`src/rtl/sensor_condition.sv`:
```
// sensor_condition
//   Front end of the eBike drive loop. Synchronises the crank pulse and
//   measures cadence once per window. Keeps exponential averages of motor
//   current and pedal torque. Forms a target current from averaged torque,
//   incline, cadence and assist level, and presents the signed current error
//   and the not-pedaling flag to the downstream PID.
//
// Ports
//   clk          in   50 MHz system clock
//   rst_n        in   synchronous active-low reset
//   cadence_raw  in   raw crank pulse, asynchronous to clk
//   curr         in   [11:0] unsigned motor current sample
//   torque       in   [11:0] unsigned pedal torque sample
//   incline      in   [12:0] signed incline
//   scale        in   [2:0]  assist level 0..7
//   batt         in   [11:0] unsigned battery voltage
//   error        out  [12:0] signed target_curr - avg_curr, registered
//   not_pedaling out  cadence below 2 in the last window, registered
module sensor_condition #(
  parameter bit FAST_SIM = 1'b0
) (
  input  logic               clk,
  input  logic               rst_n,
  input  logic               cadence_raw,
  input  logic        [11:0] curr,
  input  logic        [11:0] torque,
  input  logic signed [12:0] incline,
  input  logic        [2:0]  scale,
  input  logic        [11:0] batt,
  output logic signed [12:0] error,
  output logic               not_pedaling
);

  localparam int WIN_W = FAST_SIM ? 12 : 22;
  localparam int SMP_W = FAST_SIM ? 8 : 16;

  localparam logic [11:0] TORQUE_BASE = 12'h380;
  localparam logic [11:0] BATT_MIN    = 12'hA98;

  // Averaged torque above the dead band, floored at zero.
  function automatic logic [11:0] torque_offset(input logic [11:0] avg_t);
    if (avg_t > TORQUE_BASE) return avg_t - TORQUE_BASE;
    else                     return 12'd0;
  endfunction

  // Incline limited to [-512, 511], biased by 256, then limited to [0, 511].
  function automatic logic [8:0] incline_factor(input logic signed [12:0] incl);
    logic signed [12:0] sat;
    logic signed [12:0] biased;
    if (incl < -13'sd512)     sat = -13'sd512;
    else if (incl > 13'sd511) sat = 13'sd511;
    else                      sat = incl;
    biased = sat + 13'sd256;
    if (biased < 13'sd0)        return 9'd0;
    else if (biased > 13'sd511) return 9'd511;
    else                        return biased[8:0];
  endfunction

  // Product scaled by 2^-15; anything that overflows 12 bits pins to full scale.
  function automatic logic [11:0] target_sat(input logic [29:0] p);
    if (|p[29:27]) return 12'hFFF;
    else           return p[26:15];
  endfunction

  logic [2:0]       sync_q, sync_d;
  logic [WIN_W-1:0] win_q, win_d;
  logic [4:0]       edge_q, edge_d;
  logic [4:0]       cadence_q, cadence_d;
  logic             not_pedaling_q, not_pedaling_d;
  logic [SMP_W-1:0] smp_q, smp_d;
  logic [13:0]      curr_acc_q, curr_acc_d;
  logic [16:0]      torq_acc_q, torq_acc_d;
  logic [29:0]      prod_q, prod_d;
  logic signed [12:0] error_q, error_d;

  logic        cad_rise;
  logic        win_end;
  logic        smpl;
  logic [11:0] avg_curr;
  logic [11:0] avg_torque;
  logic [11:0] torque_off;
  logic [8:0]  incl_fac;
  logic [5:0]  cad_fac;
  logic [11:0] target_curr;
  logic        batt_low;

  always_comb begin
    // Input synchroniser; rise taken between the second and third stage.
    sync_d   = {sync_q[1:0], cadence_raw};
    cad_rise = sync_q[1] & ~sync_q[2];

    // Cadence window. A rise landing on the terminal cycle belongs to the
    // next window, so the fresh count starts at 1 rather than 0.
    win_d          = win_q + 1'b1;
    win_end        = &win_q;
    edge_d         = edge_q;
    cadence_d      = cadence_q;
    not_pedaling_d = not_pedaling_q;
    if (win_end) begin
      cadence_d      = edge_q;
      not_pedaling_d = (edge_q < 5'd2);
      edge_d         = cad_rise ? 5'd1 : 5'd0;
    end else if (cad_rise && (edge_q != 5'd31)) begin
      edge_d = edge_q + 5'd1;
    end

    // Current average: weight 1/4 per sample, accumulator holds 4x the mean.
    smp_d      = smp_q + 1'b1;
    smpl       = &smp_q;
    curr_acc_d = curr_acc_q;
    if (smpl) curr_acc_d = curr_acc_q - (curr_acc_q >> 2) + {2'b00, curr};
    avg_curr   = curr_acc_q[13:2];

    // Torque average: weight 1/32 per crank pulse. While idle the accumulator
    // tracks the live torque so pedaling resumes from the present value.
    torq_acc_d = torq_acc_q;
    if (not_pedaling_q)  torq_acc_d = {torque, 5'b00000};
    else if (cad_rise)   torq_acc_d = torq_acc_q - (torq_acc_q >> 5) + {5'b00000, torque};
    avg_torque = torq_acc_q[16:5];

    // Target product, registered into prod_q.
    torque_off = torque_offset(avg_torque);
    incl_fac   = incline_factor(incline);
    cad_fac    = (cadence_q > 5'd1) ? ({1'b0, cadence_q} + 6'd32) : 6'd0;
    prod_d     = 30'(torque_off) * 30'(incl_fac) * 30'(cad_fac) * 30'(scale);

    // Error stage. Low battery bypasses the product pipeline.
    target_curr = target_sat(prod_q);
    batt_low    = (batt < BATT_MIN);
    if (not_pedaling_q || batt_low) error_d = 13'sd0;
    else error_d = $signed({1'b0, target_curr}) - $signed({1'b0, avg_curr});
  end

  always_ff @(posedge clk) begin
    if (!rst_n) begin
      sync_q         <= '0;
      win_q          <= '0;
      edge_q         <= '0;
      cadence_q      <= '0;
      not_pedaling_q <= 1'b1;
      smp_q          <= '0;
      curr_acc_q     <= '0;
      torq_acc_q     <= '0;
      prod_q         <= '0;
      error_q        <= '0;
    end else begin
      sync_q         <= sync_d;
      win_q          <= win_d;
      edge_q         <= edge_d;
      cadence_q      <= cadence_d;
      not_pedaling_q <= not_pedaling_d;
      smp_q          <= smp_d;
      curr_acc_q     <= curr_acc_d;
      torq_acc_q     <= torq_acc_d;
      prod_q         <= prod_d;
      error_q        <= error_d;
    end
  end

  assign error        = error_q;
  assign not_pedaling = not_pedaling_q;

endmodule

```
`config.mk`:
```
export PLATFORM = sky130hd
export DESIGN_NAME = sensor_condition
export DESIGN_NICKNAME = d
export VERILOG_FILES = /design/src/rtl/sensor_condition.sv
export SDC_FILE = /design/constraint.sdc
export NUM_CORES = 1
export LEC_CHECK = 0
export BUFFER_PORTS_ARGS = -buffer_cell sky130_fd_sc_hd__buf_4
export CAP_MARGIN = 5
export CORE_MARGIN = 1.5
export CORE_UTILIZATION = 51
export DETAILED_ROUTE_END_ITERATION = 16
export PLACE_DENSITY_LB_ADDON = 0.1
export SYNTH_ARGS = -nofsm -noshare
export SYNTH_HDL_FRONTEND = slang
export SYNTH_SLANG_ARGS = --single-unit
```
`constraint.sdc`:
```
create_clock -name clk -period 33.9 [get_ports clk]
set_clock_uncertainty 0.1 [all_clocks]
set_input_delay 3.39 -clock clk [delete_from_list [all_inputs] [get_ports clk]]
set_output_delay 3.39 -clock clk [all_outputs]
set_load 0.05 [all_outputs]
```
# After elaboration in Yosys (flattened, before gate mapping)
# Cells that the tools add are included.
# op_classes
n_mux	12
magnitude_cmp	8
reduce_logical	9
n_bitwise	3
eq_ne	1
n_mul	3
n_addsub	11
# ops
cell	n
$mux W17	2
$mul A27 B3 Y30	1
$mul A21 B6 Y27	1
$gt A13 B10 Y1 const B	2
$mux W13	2
$mux W12	2
$add A22 B1 Y22 const B	1
$reduce_and A22 Y1	1
$mul A12 B9 Y21	1
$mux W9	2
$add A17 B12 Y17	1
$sub A17 B12 Y17	1
$add A16 B1 Y16 const B	1
$reduce_and A16 Y1	1
$add A14 B12 Y14	1
$sub A14 B12 Y14	1
$add A13 B10 Y13 const B	1
$lt A13 B1 Y1 const B	1
$lt A13 B10 Y1 const B	1
$sub A12 B12 Y13	1
$gt A12 B10 Y1 const B	1
$lt A12 B12 Y1 const B	1
$sub A12 B10 Y12 const B	1
$mux W5	2
other kinds (14)	17
# totals
register_bits	126
inputBits	55
output_inout_bits	14
elab_cells	58

# Depth between registers and ports, before layout
# Gate-level depths: netlist of the first run.
# logic_depth
depth_word	10
ltp_mapped	59
mapped_depth_nobuf	55

# Worst setup path before layout of the first run
# No wires, ideal clock.
# synth_timing
path_kind	input to register
start	input incline[9]
end	register prod_q[27]
arrival_ps	14704
stages	53
setup_slack_ps	19025
path_buffers	3
cell_sequence	buf_2 -> nand3_1 -> nand2_2 -> a21oi_1 -> ha_1 -> a21oi_1 -> nor3_1 -> or2_1 -> buf_2 -> nor2_2 -> a21o_1 -> nor2_1 -> fa_1 -> inv_1 -> fa_1 -> inv_1 -> fa_1 -> inv_1 -> [17 not listed] -> a21o_1 -> a21oi_1 -> o21ai_0 -> a211oi_1 -> a21bo_2 -> a41o_1 -> nor3_1 -> nand2_1 -> fa_1 -> inv_1 -> ha_1 -> nand2_1 -> nor2_1 -> a21oi_1 -> nor2b_1 -> o211ai_1 -> a21oi_1 -> mux2i_1
# synth_between
elab_chain_cells	10
elab_cells_between_ends	12
cone_classes	add/sub (1); mul (3); order compare (4); mux (4)
# synth_rtl
item	line	source
from (decl)	27	input logic signed [12:0] incline,
$gt A13 B10 Y1	51	else if (incl > 13'sd511) sat = 13'sd511;
$mux W13	51	
$mux W13 *	50	if (incl < -13'sd512) sat = -13'sd512;
$add A13 B10 Y13 *	53	biased = sat + 13'sd256;
$gt A13 B10 Y1	55	else if (biased > 13'sd511) return 9'd511;
$mux W9	55	
$mux W9 *	54	if (biased < 13'sd0) return 9'd0;
$mul A12 B9 Y21 *	125	prod_d = 30'(torque_off) * 30'(incl_fac) * 30'(cad_fac) * 30'(scale);
$mul A21 B6 Y27 *	125	
$mul A27 B3 Y30 *	125	
to (signal assigned)	155	prod_q <= prod_d;
to (decl)	73	logic [29:0] prod_q, prod_d;
# Mark *: on every way between the ends. The rest lies on a longest branch, timed or not.
# A chain may end at the register's enable or synchronous reset.

# Worst setup path after layout of the first run
# layout_timing
start	input incline[11]
end	register prod_q[27]
# Same word-level chain as after synthesis.

==> summary.md, run 1 <==
| Metric | Value |
|---|---|
| Flop pwr share | 31.4% |
| Wire length per cell | 14.5 microns |
| Synth Register Bits | 111 |
| Clock buffer count from CTS | 9 |
| DR iter-0 viols | 697 |
| IO Pins | 69 |
| DRC Markers | 0 |
| Placed Area | 17600 sq um |
| RR Startpoint | torq_acc_q[12] |
| Die ar. | about 34000 sq um |
| Commonest cells after routing, fill and taps aside | 379 x inv_1, 275 x nand2_1, 198 x fa_1 |
| CTS Sinks | 111 |
| CTS Buffer Depth | 2 |
| Worst Reg-to-Reg Cells | 44 |
| Critical path capture point type | register |
| Crit Path Category | input port to register |
| Post-cts hold buffer count | 0 |
| CP required | 34.09 ns |
| Vias in the first global route | between 10000 and 15000 |
| Register area share after synthesis | 13.3% |
| Pwr/cell area | 24.0 nW/um^2 |
| Hold Path End | win_q[0] |
| Die height | 184 microns |
| Mapped Nets | ~2500 |
| Main area contributors after synthesis | fa_1 24%, dfxtp_1 13%, ha_1 12% |
| Routability cong. | 0.863 |
| Normalized max-slew margin | 17.5% |
| Clock-pin slew on the worst setup and hold paths | 0.08 ns |
| Max-cap violations | 0 |
| Initial Util | roughly 52% |
| CTS H-tree depth | 3 |
| Final Cycle Share | 48.8% |
| Slew Limit Fails | 0 |
| Total wire length | 37700 microns |
| Hold path cells | 1 |
| Nets | 2555 |
| Final hold slack | 0.336 ns |
| R2R Setup Slk | roughly 21 ns |
| Largest net degree at the start of global routing | 47 |
| Hold crit path type | register to register |
| Skew-Pair Late Insertion Delay | 0.36 ns |
| Fraction of registers with async set/reset | 0% |
| RR Endpoint | prod_q[27] |
| Post-synth top area share | 23.7% |
| RSZ-0062 raised after global routing | no |
| Global Route Usage Sum | 23.7% |
| TritonCTS clock tree | yes |
| Synth area leader | fa_1 |
| Net Sw Power | roughly 170 uW |
| Peak supply drop | ~0.033 mV |
| Largest stage delay, worst path | 0.90 ns |
| Post-CTS Resized | 0 |
| Crit start category | input port |
| First drt pass iteration count | 5 |
| Post-synth cell types | slightly above 80 |
| Final HPWL DP | 30500 microns |
| Commonest non-fill, non-tap cell in the layout | inv_1 |
| Final Setup Violations | 0 |
| Die width | 184 microns |
| Synth warnings | 0 |
| Layout cell share with drive strength beyond 1 | approximately 5.8% |
| Critical path peak fanout | 12 |
| Status | finished, final reports clean |
| Initial antenna violation count | 0 |
| Via count | 13800 |
| Overflow after GRT | 0 |
| CP dominant cell by count | fa_1 |
| Avg Cell Area, Syn | 7.83 sq um |
| Fillers | roughly 3100 |
| EDFF count, synth | 0 |
| Critical path's slowest cell | a21oi_1 |
| Static Leak | between 0.008 and 0.009 uW |
| Hold_sp | win_q[0] |
| Tmin final | 16.55 ns |
| Post-route cell area | 17900 sq um |
| Crit path DAT | 16.74 ns |
| Gate power share | 43.7% |
| First-pass GRT wire length | 65800 microns |
| Final Hold Vio Count | 0 |
| Clock Tree Root | clkbuf_16 |
| Ant diodes | 0 |
| Pre-CTS setup slack | roughly 17 ns |
| Post-DRT Antenna Nets | 0 |
| Gate Count Post-Synth | about 2100 |
| Pint | roughly 250 uW |
| Syn Std Cell Area | 16800 sq um |
| Post-CTS Setup Repair Bufs | 0 |
| Area grow syn2layout | 6.61% |
| Sw Ratio | about 40% |
| FMAX | 0.0604 GHz |
| Row Count | 66 |
| Ys flop type | dfxtp_1 |
| Slew @ Worst Pin | about 1.2 ns |
| PortBufs | 65 |
| Total power | 429 uW |
| Via density | 5.33 |
| Setup ws final | between 15 and 20 ns |
| Core Area | 32500 sq um |
| Clock power share | 24.9% |
| Setup TNS | 0 ns |
flip-flops by register name, indices dropped and copies added (netlist names):
name / flops
smp_q: 16
torq_acc_q: 17
error: 13
not_pedaling: 1
sync_q: 3
edge_q: 5
cadence_q: 5
win_q: 22
curr_acc_q: 14
prod_q: 15
how the worst max path moves through the flow:
stage / start / endpoint / slack (ns)
floorplan: incline[9] / prod_q[27] / 19.02
global placement: incline[11] / prod_q[27] / 17.23
detailed placement: incline[10] / prod_q[26] / 17.15
CTS: incline[10] / prod_q[27] / 17.46
global route: incline[10] / prod_q[27] / 16.41
finish: incline[11] / prod_q[27] / 17.35
kinds of logic after synthesis:
kind of cell             Yosys count  share of synthesized area [%]
AO/OA/AOI/OAI                    327                           12.8
adder cells (fa/ha/maj)          353                           35.2
flip-flops                       111                           13.3
XOR/XNOR                          90                           4.70
AND/OR/NAND/NOR                  776                           22.2
buffers and inverters            462                           10.6
multiplexers                      20                           1.21
power groups by stage:
stage          clock (uW)  sequential [uW]  combinational, uW
6_report              107              134                187
3_3_place_gp            0              137                185
3_5_place_dp            0              137                188
4_1_cts               110              134                189
5_1_grt               115              135                216
2_1_floorplan           0              136                139
cell usage after synthesis (all sizes together), types with 5 or more instances:
cell	instances
inv	380
nand2	276
fa	198
nor2	162
ha	155
dfxtp	111
a21oi	107
and2	78
o21ai	64
nand3	63
clkbuf	62
xnor2	58
nor3	41
nand2b	36
xor2	32
and3	27
a21o	24
a211oi	20
buf	20
nor2b	19
mux2i	18
a31oi	17
or3	17
o21a	14
nand3b	12
nand4	10
nor4b	10
o211ai	10
o31ai	10
or2	8
a211o	7
a21boi	6
o21bai	6
a221oi	5
a41o	5
worst max-delay path: cells and delay by family:
family / cells / cell delay (ns)
adder cells (fa/ha/maj): 12 / 5.29
AO/OA/AOI/OAI: 19 / 5.08
buffers and inverters: 8 / 0.52
AND/OR/NAND/NOR: 12 / 2.22
multiplexers: 1 / 0.20
area by class of cell:
type | instances | area [sq um] | area share, %
Clock inverter | 7 | 75.1 | 0.420
Clock buffer | 9 | 225 | 1.26
Multi-Input combinational cell | 1566 | 12800 | 71.5
Tap cell | 442 | 553 | 3.10
Sequential cell | 111 | 2220 | 12.4
Timing Repair Buffer | 79 | 593 | 3.32
Inverter | 380 | 1430 | 7.98
through the flow:
stage / cells / utilization (%)
final: 2594 / 55.1
after global routing: 2594 / 55.1
after CTS: 2594 / 55.1
after detailed placement: 2578 / 54.1
after global placement: 2578 / 54.1
after floorplan: 2139 / -
metal layers:
metal  share of wire (%)  GRT usage [%]
met4                 1.6           5.28
met2                  47           40.7
met5                   0              0
met3                 4.1           2.33
met1                  47           32.2
No activity file was read; power rests on OpenSTA's default activity.
==> run 2, diff against run 1 <==
Clock period 33.9 ns to 16.25 ns, I/O delays scaled along.
==> summary.md, run 2 (synthesis gave the netlist of run 1 again) <==
| Metric | Value |
|---|---|
| Status | finished, final reports clean (unchanged) |
| Routability cong. | 0.870 (was 0.863) |
| Slew Limit Fails | 0 (unchanged) |
| Die width | 184 microns (unchanged) |
| Total wire length | 37300 microns (was 37700 microns) |
| Pwr/cell area | 49.7 nW/um^2 (was 24.0 nW/um^2) |
| Final HPWL DP | 30300 microns (was 30500 microns) |
| Vias in the first global route | 14100 (was 13800) |
| TritonCTS clock tree | yes (unchanged) |
| Skew-Pair Late Insertion Delay | 0.36 ns (about the same) |
| Final Util | 55.0% (was 55.1%) |
| Biggest register | win_q (unchanged) |
| Worst Reg-to-Reg Cells | 43 (was 44) |
| Pint | 528 uW (was 254 uW) |
| Row Count | 66 (unchanged) |
| Largest net degree at the start of global routing | 45 (was 47) |
| Flop pwr share | 31.6% (was 31.4%) |
| Max-cap violations | 0 (unchanged) |
| Layout Cells excl Fill | 2594 (unchanged) |
| Post-DRT Antenna Nets | 0 (unchanged) |
| Final Hold Vio Count | 0 (unchanged) |
| CP required | 16.43 ns (was 34.09 ns) |
| DRC Markers | 0 (unchanged) |
| Layout cell share with drive strength beyond 1 | 5.76% (was 5.81%) |
| Clock power share | 24.6% (was 24.9%) |
| Largest stage delay, worst path | 0.87 ns (was 0.90 ns) |
| Overflow after GRT | 0 (unchanged) |
| Final Setup Violations | 0 (unchanged) |
| Clock buffer count from CTS | 9 (unchanged) |
| Crit Path Category | input port to register (unchanged) |
| RR Startpoint | torq_acc_q[12] (unchanged) |
| PortBufs | 65 (unchanged) |
| Wire length per cell | 14.4 microns (was 14.5 microns) |
| FMAX | slightly below 0.07 GHz |
| Clock-pin slew on the worst setup and hold paths | 0.08 ns (about the same) |
| Normalized max-slew margin | 23.0% (was 17.5%) |
| Hold_sp | win_q[0] (unchanged) |
| Nets | 2555 (unchanged) |
| Area grow syn2layout | 6.56% (was 6.61%) |
| Ant diodes | 0 (unchanged) |
| Crit path DAT | 14.83 ns (was 16.74 ns) |
| Largest register FFs | 22 (unchanged) |
| Area of the multi-input gates | 12800 sq um (unchanged) |
| Hold path cells | 1 (unchanged) |
| Tmin final | 14.64 ns |
| Critical path capture point type | register (unchanged) |
| Final Cycle Share | 90.1% |
| Clock Tree Root | clkbuf_16 (unchanged) |
| Slew @ Worst Pin | 1.15 ns (was 1.23 ns) |
| Commonest non-fill, non-tap cell in the layout | inv_1 (unchanged) |
| First drt pass iteration count | 5 (unchanged) |
| Die height | 184 microns (unchanged) |
| Static Leak | 0.00891 uW (was 0.00892 uW) |
| Peak supply drop | 0.0762 mV (was 0.0325 mV) |
| Setup TNS | 0 ns (unchanged) |
| Initial Util | 51.6% (unchanged) |
| Hold crit path type | register to register (unchanged) |
| Post-CTS Setup Repair Bufs | 0 (unchanged) |
| First-pass GRT wire length | 66400 microns (was 65800 microns) |
| Register area | 2220 sq um (unchanged) |
| Die ar. | 34000 sq um (unchanged) |
| DR iter-0 viols | 725 (was 697) |
| Net Sw Power | 359 uW (was 175 uW) |
| Fillers | 3150 (was 3133) |
| IO Pins | 69 (unchanged) |
| Core Area | 32500 sq um (unchanged) |
| Via count | 13800 (about the same) |
| Commonest cells after routing, fill and taps aside | 379 x inv_1, 275 x nand2_1, 198 x fa_1 (unchanged) |
| CTS Buffer Depth | 2 (unchanged) |
| Critical path peak fanout | 12 (unchanged) |
| Cells after DPL | 2578 (unchanged) |
| Gate power share | 43.8% (was 43.7%) |
| Critical path's slowest cell | a21oi_1 (unchanged) |
| Largest regs | win_q (22), torq_acc_q (17), smp_q (16) (unchanged) |
| Initial antenna violation count | 0 (unchanged) |
| R2R Setup Slk | 3.45 ns (was 21.03 ns) |
| CTS Sinks | 111 (unchanged) |
| CTS H-tree depth | 3 (unchanged) |
| Post-cts hold buffer count | 0 (unchanged) |
| Via density | 5.33 (about the same) |
| Post-CTS Resized | 0 (unchanged) |
| RSZ-0062 raised after global routing | no (unchanged) |
| Hold Path End | win_q[0] (unchanged) |
| RR Endpoint | prod_q[27] (unchanged) |
| Crit start category | input port (unchanged) |
| Sw Ratio | 40.5% (was 40.8%) |
| Global Route Usage Sum | 23.8% (was 23.7%) |
## run 2: final cells by class
cell class	count	area share [%]
repair buffers	79	3.32
clock buffers	10	1.28
clock inverters	6	0.350
multi-input cells	1566	71.5
flip-flops and latches	111	12.4
inverters	380	7.99
well taps	442	3.10
## run 2: worst max path at each step
stage / startpoint / cells past startpoint / endpoint / slack [ns]
after floorplan: incline[9] / 53 / prod_q[27] / 3.14
after global placement: incline[11] / 52 / prod_q[27] / 1.45
after detailed placement: incline[11] / 53 / prod_q[26] / 1.36
after CTS: incline[11] / 53 / prod_q[27] / 1.65
after global routing: incline[10] / 53 / prod_q[27] / 0.46
final: incline[10] / 53 / prod_q[27] / 1.61
## run 2: worst max-delay path, delay by kind of cell
| kind | cells | cell delay (ns) |
|---|---|---|
| and+or+nand+nor | 13 | 2.26 |
| adders and majority gates | 12 | 5.08 |
| buffers and inverters | 8 | 0.51 |
| AOI/OAI and AO/OA | 19 | 5.13 |
| muxes | 1 | 0.20 |
## run 2: routing by layer
layer	wire (microns)	track usage [%]	up-vias
li1	-	-	6886
met1	17400	31.4	6666
met2	17900	42.1	251
met3	1480	2.37	26
met4	508	5.18	0
met5	0	0	-
## run 2: stage by stage
stage               instance area, sq um  power (uW)  setup slack, ns  hold slack (ns)
global placement                   17600         673             1.45            0.314
CTS                                17900         898             1.65            0.358
detailed placement                 17600         677             1.36            0.335
global route                       17900         968            0.459            0.372
finish                             17900         887             1.61            0.351
floorplan                          16800         573             3.14            0.312
## run 2: power by group through the flow
| stage | logic (uW) | clock network [uW] | registers (uW) |
|---|---|---|---|
| after floorplan | 289 | 0 | 284 |
| after global placement | 387 | 0 | 287 |
| after detailed placement | 390 | 0 | 287 |
| after CTS | 393 | 225 | 280 |
| after global routing | 453 | 234 | 281 |
| final | 389 | 218 | 281 |
